==> src/rtl/uart_recv_hs_pkg.sv <==
// Shared definitions for the 2 Mbps UART receive path: bit-timing defaults
// (common with the transmitter), FSM state encoding and a timing helper.
package uart_recv_hs_pkg;

    // Default bit timing: 50 MHz system clock, 2 Mbps line rate.
    localparam int CLK_PER_BIT_DEF = 25;
    localparam int CLK_HALF_DEF    = 12;
    localparam int CNT_W_DEF       = 8;

    // Width of one received character.
    localparam int DATA_W = 8;

    // FSM state encoding, kept as plain constants so legacy code can share it.
    localparam logic [1:0] ST_IDLE  = 2'd0;
    localparam logic [1:0] ST_START = 2'd1;
    localparam logic [1:0] ST_DATA  = 2'd2;
    localparam logic [1:0] ST_STOP  = 2'd3;

    // Counter value at the middle of the stop bit, measured from start-edge
    // detection: half a bit to mid-start, then eight data bits and the stop bit.
    function automatic int stop_point(input int clk_half, input int clk_per_bit);
        return clk_half + 9 * clk_per_bit;
    endfunction

endpackage

==> src/rtl/uart_recv_hs_sync_2ff.sv <==
// Two-flop synchronizer for a single asynchronous level. The reset value is a
// parameter so idle-high lines can come out of reset at their idle level.
module sync_2ff #(
    parameter logic RST_VAL = 1'b1
) (
    input  logic clk,
    input  logic rst,
    input  logic d_i,
    output logic q_o
);

    logic meta_q;
    logic sync_q;

    // Two back-to-back flops give the first stage a full cycle to resolve.
    always_ff @(posedge clk or posedge rst) begin
        if (rst) begin
            meta_q <= RST_VAL;
            sync_q <= RST_VAL;
        end else begin
            // NOTE: non-blocking assignments make both flops sample the old
            // values, so this really is two stages and not one.
            meta_q <= d_i;
            sync_q <= meta_q;
        end
    end

    assign q_o = sync_q;

endmodule

==> src/rtl/uart_recv_hs.sv <==
// UART receiver, 8N1, LSB first. Bytes are offered to the host through a
// 4-phase req/ack handshake; framing errors and overruns are reported as
// single-cycle pulses and the offending byte is dropped.
module uart_recv_hs
    import uart_recv_hs_pkg::*;
#(
    parameter int CLK_PER_BIT = CLK_PER_BIT_DEF,
    parameter int CLK_HALF    = CLK_HALF_DEF,
    parameter int CNT_W       = CNT_W_DEF
) (
    input  logic              sys_clk,
    input  logic              sys_rst,
    input  logic              uart_rxd,
    output logic              uart_recv_req,
    input  logic              uart_recv_ack,
    output logic [DATA_W-1:0] uart_data_out,
    output logic              uart_frame_err,
    output logic              uart_overrun
);

    // Sample points as counter values. CNT_W must hold STOP_PT.
    localparam logic [CNT_W-1:0] HALF_PT  = CNT_W'(CLK_HALF);
    localparam logic [CNT_W-1:0] BIT_STEP = CNT_W'(CLK_PER_BIT);
    localparam logic [CNT_W-1:0] STOP_PT  = CNT_W'(stop_point(CLK_HALF, CLK_PER_BIT));

    // Input conditioning.
    logic rx_s;
    logic rx_d_q;
    logic start_edge;

    // Handshake input register.
    logic ack_q;

    // FSM and datapath registers.
    logic [1:0]        state_q,     state_d;
    logic [CNT_W-1:0]  cnt_q,       cnt_d;
    logic [CNT_W-1:0]  sample_pt_q, sample_pt_d;
    logic [2:0]        bit_cnt_q,   bit_cnt_d;
    logic [DATA_W-1:0] shift_q,     shift_d;
    logic [DATA_W-1:0] data_q,      data_d;
    logic              req_q,       req_d;
    logic              frame_err_q, frame_err_d;
    logic              overrun_q,   overrun_d;
    logic              busy;

    // The line idles high, so the synchronizer resets to 1 and a low line at
    // reset release cannot look like a start edge.
    sync_2ff #(
        .RST_VAL (1'b1)
    ) u_sync_rxd (
        .clk (sys_clk),
        .rst (sys_rst),
        .d_i (uart_rxd),
        .q_o (rx_s)
    );

    // Edge history of the synchronized line and registered consumer ack.
    always_ff @(posedge sys_clk or posedge sys_rst) begin
        if (sys_rst) begin
            rx_d_q <= 1'b1;
            ack_q  <= 1'b0;
        end else begin
            rx_d_q <= rx_s;
            ack_q  <= uart_recv_ack;
        end
    end

    assign start_edge = rx_d_q & ~rx_s;

    // The holding register stays busy until the consumer has dropped ack too.
    assign busy = req_q | ack_q;

    // Next-state logic: frame FSM, bit sampling and the handshake.
    always_comb begin
        // NOTE: every signal gets a default before the case, so paths that do
        // not assign it hold the register value instead of inferring a latch.
        state_d     = state_q;
        cnt_d       = cnt_q;
        sample_pt_d = sample_pt_q;
        bit_cnt_d   = bit_cnt_q;
        shift_d     = shift_q;
        data_d      = data_q;
        req_d       = req_q;
        frame_err_d = 1'b0;
        overrun_d   = 1'b0;

        // Consumer has taken the byte: drop req. Ack while req=0 does nothing.
        if (req_q && ack_q) begin
            req_d = 1'b0;
        end

        case (state_q)
            ST_IDLE: begin
                if (start_edge) begin
                    cnt_d   = '0;
                    state_d = ST_START;
                end
            end

            ST_START: begin
                cnt_d = cnt_q + 1'b1;
                if (cnt_q == HALF_PT) begin
                    if (rx_s) begin
                        // Line back high at mid-start: a glitch, not a frame.
                        state_d = ST_IDLE;
                    end else begin
                        state_d     = ST_DATA;
                        sample_pt_d = HALF_PT + BIT_STEP;
                        bit_cnt_d   = '0;
                    end
                end
            end

            ST_DATA: begin
                cnt_d = cnt_q + 1'b1;
                if (cnt_q == sample_pt_q) begin
                    // LSB arrives first, so shift in from the top.
                    shift_d     = {rx_s, shift_q[DATA_W-1:1]};
                    sample_pt_d = sample_pt_q + BIT_STEP;
                    bit_cnt_d   = bit_cnt_q + 3'd1;
                    if (bit_cnt_q == 3'd7) begin
                        state_d = ST_STOP;
                    end
                end
            end

            ST_STOP: begin
                cnt_d = cnt_q + 1'b1;
                if (cnt_q == STOP_PT) begin
                    // Leave at mid-stop so a start edge half a bit later is seen.
                    state_d = ST_IDLE;
                    if (!rx_s) begin
                        // Framing error wins over a coinciding overrun.
                        frame_err_d = 1'b1;
                    end else if (busy) begin
                        overrun_d = 1'b1;
                    end else begin
                        data_d = shift_q;
                        req_d  = 1'b1;
                    end
                end
            end

            default: begin
                state_d = ST_IDLE;
            end
        endcase
    end

    // State and datapath registers; reset abandons any frame and clears the held byte.
    always_ff @(posedge sys_clk or posedge sys_rst) begin
        if (sys_rst) begin
            state_q     <= ST_IDLE;
            cnt_q       <= '0;
            sample_pt_q <= '0;
            bit_cnt_q   <= '0;
            shift_q     <= '0;
            data_q      <= '0;
            req_q       <= 1'b0;
            frame_err_q <= 1'b0;
            overrun_q   <= 1'b0;
        end else begin
            state_q     <= state_d;
            cnt_q       <= cnt_d;
            sample_pt_q <= sample_pt_d;
            bit_cnt_q   <= bit_cnt_d;
            shift_q     <= shift_d;
            data_q      <= data_d;
            req_q       <= req_d;
            frame_err_q <= frame_err_d;
            overrun_q   <= overrun_d;
        end
    end

    assign uart_recv_req  = req_q;
    assign uart_data_out  = data_q;
    assign uart_frame_err = frame_err_q;
    assign uart_overrun   = overrun_q;

endmodule
==> config.mk <==
export PLATFORM = sky130hd
export DESIGN_NAME = uart_recv_hs
export DESIGN_NICKNAME = d
export VERILOG_FILES = /design/src/rtl/uart_recv_hs_pkg.sv /design/src/rtl/uart_recv_hs_sync_2ff.sv /design/src/rtl/uart_recv_hs.sv
export SDC_FILE = /design/constraint.sdc
export NUM_CORES = 1
export LEC_CHECK = 0
export ABC_AREA = 1
export BUFFER_PORTS_ARGS = -buffer_cell sky130_fd_sc_hd__buf_2
export CAP_MARGIN = 20
export CORE_AREA = 2 2 65 67
export DETAILED_ROUTE_END_ITERATION = 6
export DIE_AREA = 0 0 67 69
export PLACE_DENSITY = 0.75
export SLEW_MARGIN = 0
export SYNTH_ARGS = -nofsm -noshare
export SYNTH_HDL_FRONTEND = slang
export SYNTH_SLANG_ARGS = --single-unit
==> constraint.sdc <==
create_clock -name sys_clk -period 2 [get_ports sys_clk]
set_input_delay 0.4 -clock sys_clk [delete_from_list [all_inputs] [get_ports sys_clk]]
set_output_delay 0.4 -clock sys_clk [all_outputs]
set_load 0.01 [all_outputs]
==> flow_summary.toml, run 1 <==
[layout]
num_antenna_cells = 0
fill_cells = 365
nets = 292
syn_to_final_growth_pct = 11.07
instances_no_fill = 333
design_area_sq_um = 2460
drive_above_1_share = 0.1979

[logic_synthesis]
yosys-top-cells-count = "nand2_1 (82), dfrtp_1 (41), inv_1 (29), nand3_1 (20), o21ai_2 (14)"
synth_ff_type = "dfrtp_1"
synthCells = 263
synth-async-reset-ratio = 1.000
yosysMostFrequentCell = "nand2_1"
synth_top_area_frac = 0.4633
synth_cell_types = 29
ys_ff_latch = 44
synth.largest_area_cell = "dfrtp_1"
synth.cell_area_sq_um = 2215
yosys_warnings = 0
synth_nets = 273
synth-edff-count = 0
synth.area.top_cells = "dfrtp_1 (46%), nand2_1 (14%), o21ai_2 (5.5%)"
synth.yosys.seq_area_share = 0.4989
syn_area_per_cell_sq_um = 8.421

[clock_network]
clock_latency_ns = 0.30
cts_resized = 0
cts.sinks = 44
cts_hold_buf = 0
cts_tree = "yes"
cts.path.max_buffers = 2
htreeDepth = 2
cts-root-buf = "clkbuf_8"
clk_pin_slew_ns = 0.09
cts_buffers = 5
post_cts_buffers = 0

[die]
coreArea_sq_um = 3914
row_count = 23
ios = 15
die_w_um = 67
dieArea_sq_um = 4623
die_h_um = 69
initial_utilization = 0.5659

[route]
routed_wirelength_mm = 3.853
avgViaCountPerCell = 4.985
drc = 0
routedWlPerCell_um = 11.57
firstDrtPassIters = 4
drtIter0Drc = 143
num_vias = 1660
ant_nets = 0

[sta]
whs_ns = 0.1919
period_share = 0.8499
setup_viol = 0
period_minus_slack_ns = 1.700
maxSlewHeadroom = 0.6366
drv_slew = 0
hold_viol = 0
skew_ns = 0.008053
fmax_mhz = 588.3
setup_tns_ns = 0
rsz0062_at_grt = "no"
tightest_slew_ns = 0.5450

[power]
total_power_mw = 3.326
pwr_density_cell_nw_per_um2 = 1352
ir_drop_uv = 829.4
p_leak_nw = 1.245

[hold_path]
hold_path_class = "in2reg"

[global_route]
grt_pass1_vias = 1449
grt_pass1_wl_mm = 6.506
antenna_found_initial = 0
grt.total_usage = 0.1842
grt_max_degree = 45
gr-total-overflow = 0

[placement]
placed_area_sq_um = 2327
placed_cells = 325
io_buffers = 14
hpwlAfterDp_mm = 2.773
gp_congestion = 0.8611

[worst_setup_path]
start_kind = "flop"
end_kind = "flop"
cp.arrival_ns = 1.89
cp.required_ns = 2.19
cp_max_fo = 15
crit_type = "reg2reg"

[status]
status = "finished, final reports clean"

[job]
drv_cap = 0
stage by stage:
step / util / setup slack, ns
floorplan: - / 0.5079
global placement: 0.5946 / 0.3098
detailed placement: 0.5946 / 0.3276
CTS: 0.6285 / 0.3004
global route: 0.6285 / 0.1117
finish: 0.6285 / 0.3002
worst max-delay path: stages, from the launching register on:
cell and delay, ns:
dfrtp_1 0.42, inv_1 0.15, ha_1 0.19, nand4_1 0.16, nor3_2 0.22, nand2_2 0.25, nand2_1 0.14, o21ai_2 0.05
cells by family (layout without fill, tap and decap cells):
family / Yosys count / count (layout) / share of synthesized area
buffers and inverters: 39 / 59 / 0.07344
AND/OR/NAND/NOR: 129 / 129 / 0.2554
flip-flops: 44 / 44 / 0.4989
XOR/XNOR: 4 / 4 / 0.01582
AO/OA/AOI/OAI: 41 / 41 / 0.1226
adder cells (fa/ha/maj): 6 / 6 / 0.03390
layout make-up:
class	instances	area, sq um	share of cell area
clock buffer	6	72.57	0.02950
clock inverter	2	60.06	0.02442
inverter	36	135.1	0.05493
multi-input combinational	180	947.2	0.3850
sequential	44	1105	0.4491
tap	50	62.56	0.02543
timing repair buffer	15	77.57	0.03154
cell usage in the layout, fill, tap and decap left out, types with 5 or more instances in the layout:
master	n
buf_2	14
clkbuf_8	5
dfrtp_1	41
ha_1	6
inv_1	28
inv_2	6
nand2_1	82
nand3_1	20
nor2_1	12
o21ai_0	10
o21ai_1	10
o21ai_2	14
final timing paths:
path                                        start  cells after the start           endpoint  slack [ns]
worst max-delay path                     cnt_q[1]                      7   uart_data_out[2]        0.30
worst min-delay path                     uart_rxd                      1  u_sync_rxd.meta_q        0.19
worst max register to register           cnt_q[1]                      7   uart_data_out[2]        0.30
worst min register to register  u_sync_rxd.meta_q                      0     u_sync_rxd.q_o        0.37
max in group asynchronous                 sys_rst                      3          async pin        1.41
min in group asynchronous                 sys_rst                      3   uart_data_out[0]        0.22
routing by layer:
layer,GRT usage,part of all wire,up-vias
met1,0.2414,0.47,742
met3,0.04894,0.040,11
met4,0.07937,0.028,0
met5,0,0,-
li1,-,-,877
met2,0.2838,0.46,30
state kept, by name, summed over array words and instances (netlist names), named ones only:
register,flops
shift_q,8
uart_data_out,8
uart_overrun,1
rx_d_q,1
uart_recv_req,1
bit_cnt_q,3
state_q,1
ack_q,1
u_sync_rxd.meta_q,1
cnt_q,8
u_sync_rxd.q_o,1
sample_pt_q,8
uart_frame_err,1
power by group:
part | internal, mW | total [mW] | switching, mW | leakage, nW
Clock | 0.499 | 0.807 | 0.307 | 0.0654
Combinational | 0.444 | 1.23 | 0.782 | 0.602
Sequential | 1.08 | 1.29 | 0.218 | 0.577
Total | 2.02 | 3.33 | 1.31 | 1.24
Note: power is estimated with default switching activity, not from simulation.
==> inputs of run 2 (changes only) <==
Settings changed: CORE_AREA 2 2 65 67 to 2 2 68 70, DIE_AREA 0 0 67 69 to 0 0 70 72, PLACE_DENSITY 0.75 to 0.72.
Clock period 2 ns to 1.4 ns, I/O delays scaled along.
==> run 2 against run 1 <==
- the flow now finishes with violations (negative setup slack)
- combinational power rose to 2.8 times the previous value
- sequential power rose by 40%
- critical path depth rose by 4
- flip-flop and latch count did not move
==> flow_summary.toml, run 2 (synthesis gave the netlist of run 1 again) <==
[route]
drtIter0Drc = 104
avgViaCountPerCell = 5.197
routedWlPerCell_um = 13.88
drc = 0
routed_wirelength_mm = 5.427
firstDrtPassIters = 5
num_vias = 2032
ant_nets = 0

[clock_network]
cts.sinks = 44
cts_buffers = 5
htreeDepth = 2
cts-root-buf = "clkbuf_8"
clock_latency_ns = 0.30
clk_pin_slew_ns = 0.08
cts_tree = "yes"
cts.path.max_buffers = 2
cts_hold_buf = 0

[layout]
instances_no_fill = 391
syn_to_final_growth_pct = 42.43
num_antenna_cells = 0
drive_above_1_share = 0.4277
layout_common_cells = "nand2_1 (67), buf_4 (45), dfrtp_1 (40)"
final_common_cell = "nand2_1"
nets = 348

[die]
row_count = 24
die_w_um = 70
die_h_um = 72
initial_utilization = 0.5194
ios = 15
dieArea_sq_um = 5040
coreArea_sq_um = 4264

[placement]
io_buffers = 14
gp_congestion = 0.8104
dp_slack_ns = -0.1882
hpwlAfterDp_mm = 3.177
placed_cells = 366

[worst_setup_path]
cpPeakStageDelay_ns = 0.41
cp_top_family = "simple AND/OR/NAND/NOR gates"
start_kind = "flop"
crit_buf_inv = 2
cp_max_fo = 5
crit_slowest_cell = "dfrtp_2"
cp.arrival_ns = 1.76
end_kind = "flop"
cp.required_ns = 1.59
cp_cell_sequence = "buf_12, nand2_1, nand2_2, nand2_2, nor2_4, nand2_4, nand2_8, buf_6, nand4_1, nand2_1, nand2_1"
crit_type = "reg2reg"
cp_common_cell = "nand2_1"

[sta]
hold_viol = 0
setup_slack_ns = -0.1710
maxSlewHeadroom = 0.5453
period_minus_slack_ns = 1.571
fmax_mhz = 636.6
setup_viol = 31
period_share = 1.122
skew_ns = 0.006438
rsz0062_at_grt = "yes"
drv_slew = 0
tightest_slew_ns = 0.6796

[job]
drv_cap = 0

[power]
ir_drop_uv = 1188
p_leak_nw = 1.584
pwr_density_cell_nw_per_um2 = 1957

[status]
status = "complete, but fails checks"
violations = "negative setup slack"

[global_route]
met1_usage = 0.2441
gr-total-overflow = 0
grt_max_degree = 45
antenna_found_initial = 0
use_met3 = 0.03889
grt_pass1_wl_mm = 8.335
grt.total_usage = 0.2085
grt_pass1_vias = 1870
grt_busiest_layer = "met2"
met2_usage = 0.3810

[hold_path]
hold_path_class = "in2async"
-- run 2: final timing paths --
kind | slack (ns) | depth (start not counted) | start | endpoint
min in group sys_clk | 0.07 | 1 | uart_rxd | u_sync_rxd.meta_q
hold reg to reg | 0.37 | 0 | u_sync_rxd.meta_q | u_sync_rxd.q_o
hold / removal | 0.005 | 3 | sys_rst | cnt_q[1]
setup / recovery | -0.17 | 11 | cnt_q[0] | flop
setup reg to reg | -0.17 | 11 | cnt_q[0] | flop
max in group asynchronous | 1.14 | 3 | sys_rst | rx_d_q
-- run 2: what timing repair did --
| action | in CTS | in global routing |
|---|---|---|
| endpoints found under the setup margin | 33 | 36 |
| buffers inserted | 6 | 6 |
| pin swaps | 8 | 13 |
| gates resized for setup | 30 | 22 |
| gates cloned | 4 | 1 |
-- run 2: area by class of cell --
| cell class | count | area, sq um |
|---|---|---|
| clock inverters | 2 | 35.03 |
| fillers | 310 | 1110 |
| inverters | 36 | 137.6 |
| clock buffers | 6 | 72.57 |
| repair buffers | 67 | 549.3 |
| well taps | 52 | 65.06 |
| flip-flops and latches | 44 | 1106 |
| multi-input cells | 184 | 1189 |
-- run 2: metrics by stage --
stage | util | hold WS (ns) | total power, mW | TNS, ns | area, sq um
finish | 0.7397 | 0.005136 | 6.172 | -3.178 | 3154
global route | 0.7397 | 0.03350 | 6.551 | -6.313 | 3154
CTS | 0.7075 | 0.01871 | 5.871 | -1.660 | 3017
detailed placement | 0.6282 | 0.3371 | 4.322 | -2.637 | 2679
global placement | 0.6282 | 0.3336 | 4.250 | -2.211 | 2679
floorplan | - | 0.2845 | 3.340 | -0.1522 | 2233
-- run 2: report_power, final --
group	internal (mW)	leakage, nW	switching [mW]
Clock	0.530	0.0552	0.426
Combinational	1.53	0.952	1.88
Sequential	1.54	0.576	0.265
-- run 2: routing by layer --
layer | routed length, um | share of wire
met4 | 130 | 0.024
met2 | 2847 | 0.52
met5 | 0 | 0
met3 | 164 | 0.030
met1 | 2284 | 0.42
-- run 2: worst register-to-register path, stage by stage (launching register included) --
cell and delay (ns):
dfrtp_2 0.41, buf_12 0.11, nand2_1 0.06, nand2_2 0.08, nand2_2 0.07, nor2_4 0.15, nand2_4 0.10, nand2_8 0.12
buf_6 0.11, nand4_1 0.11, nand2_1 0.10, nand2_1 0.05
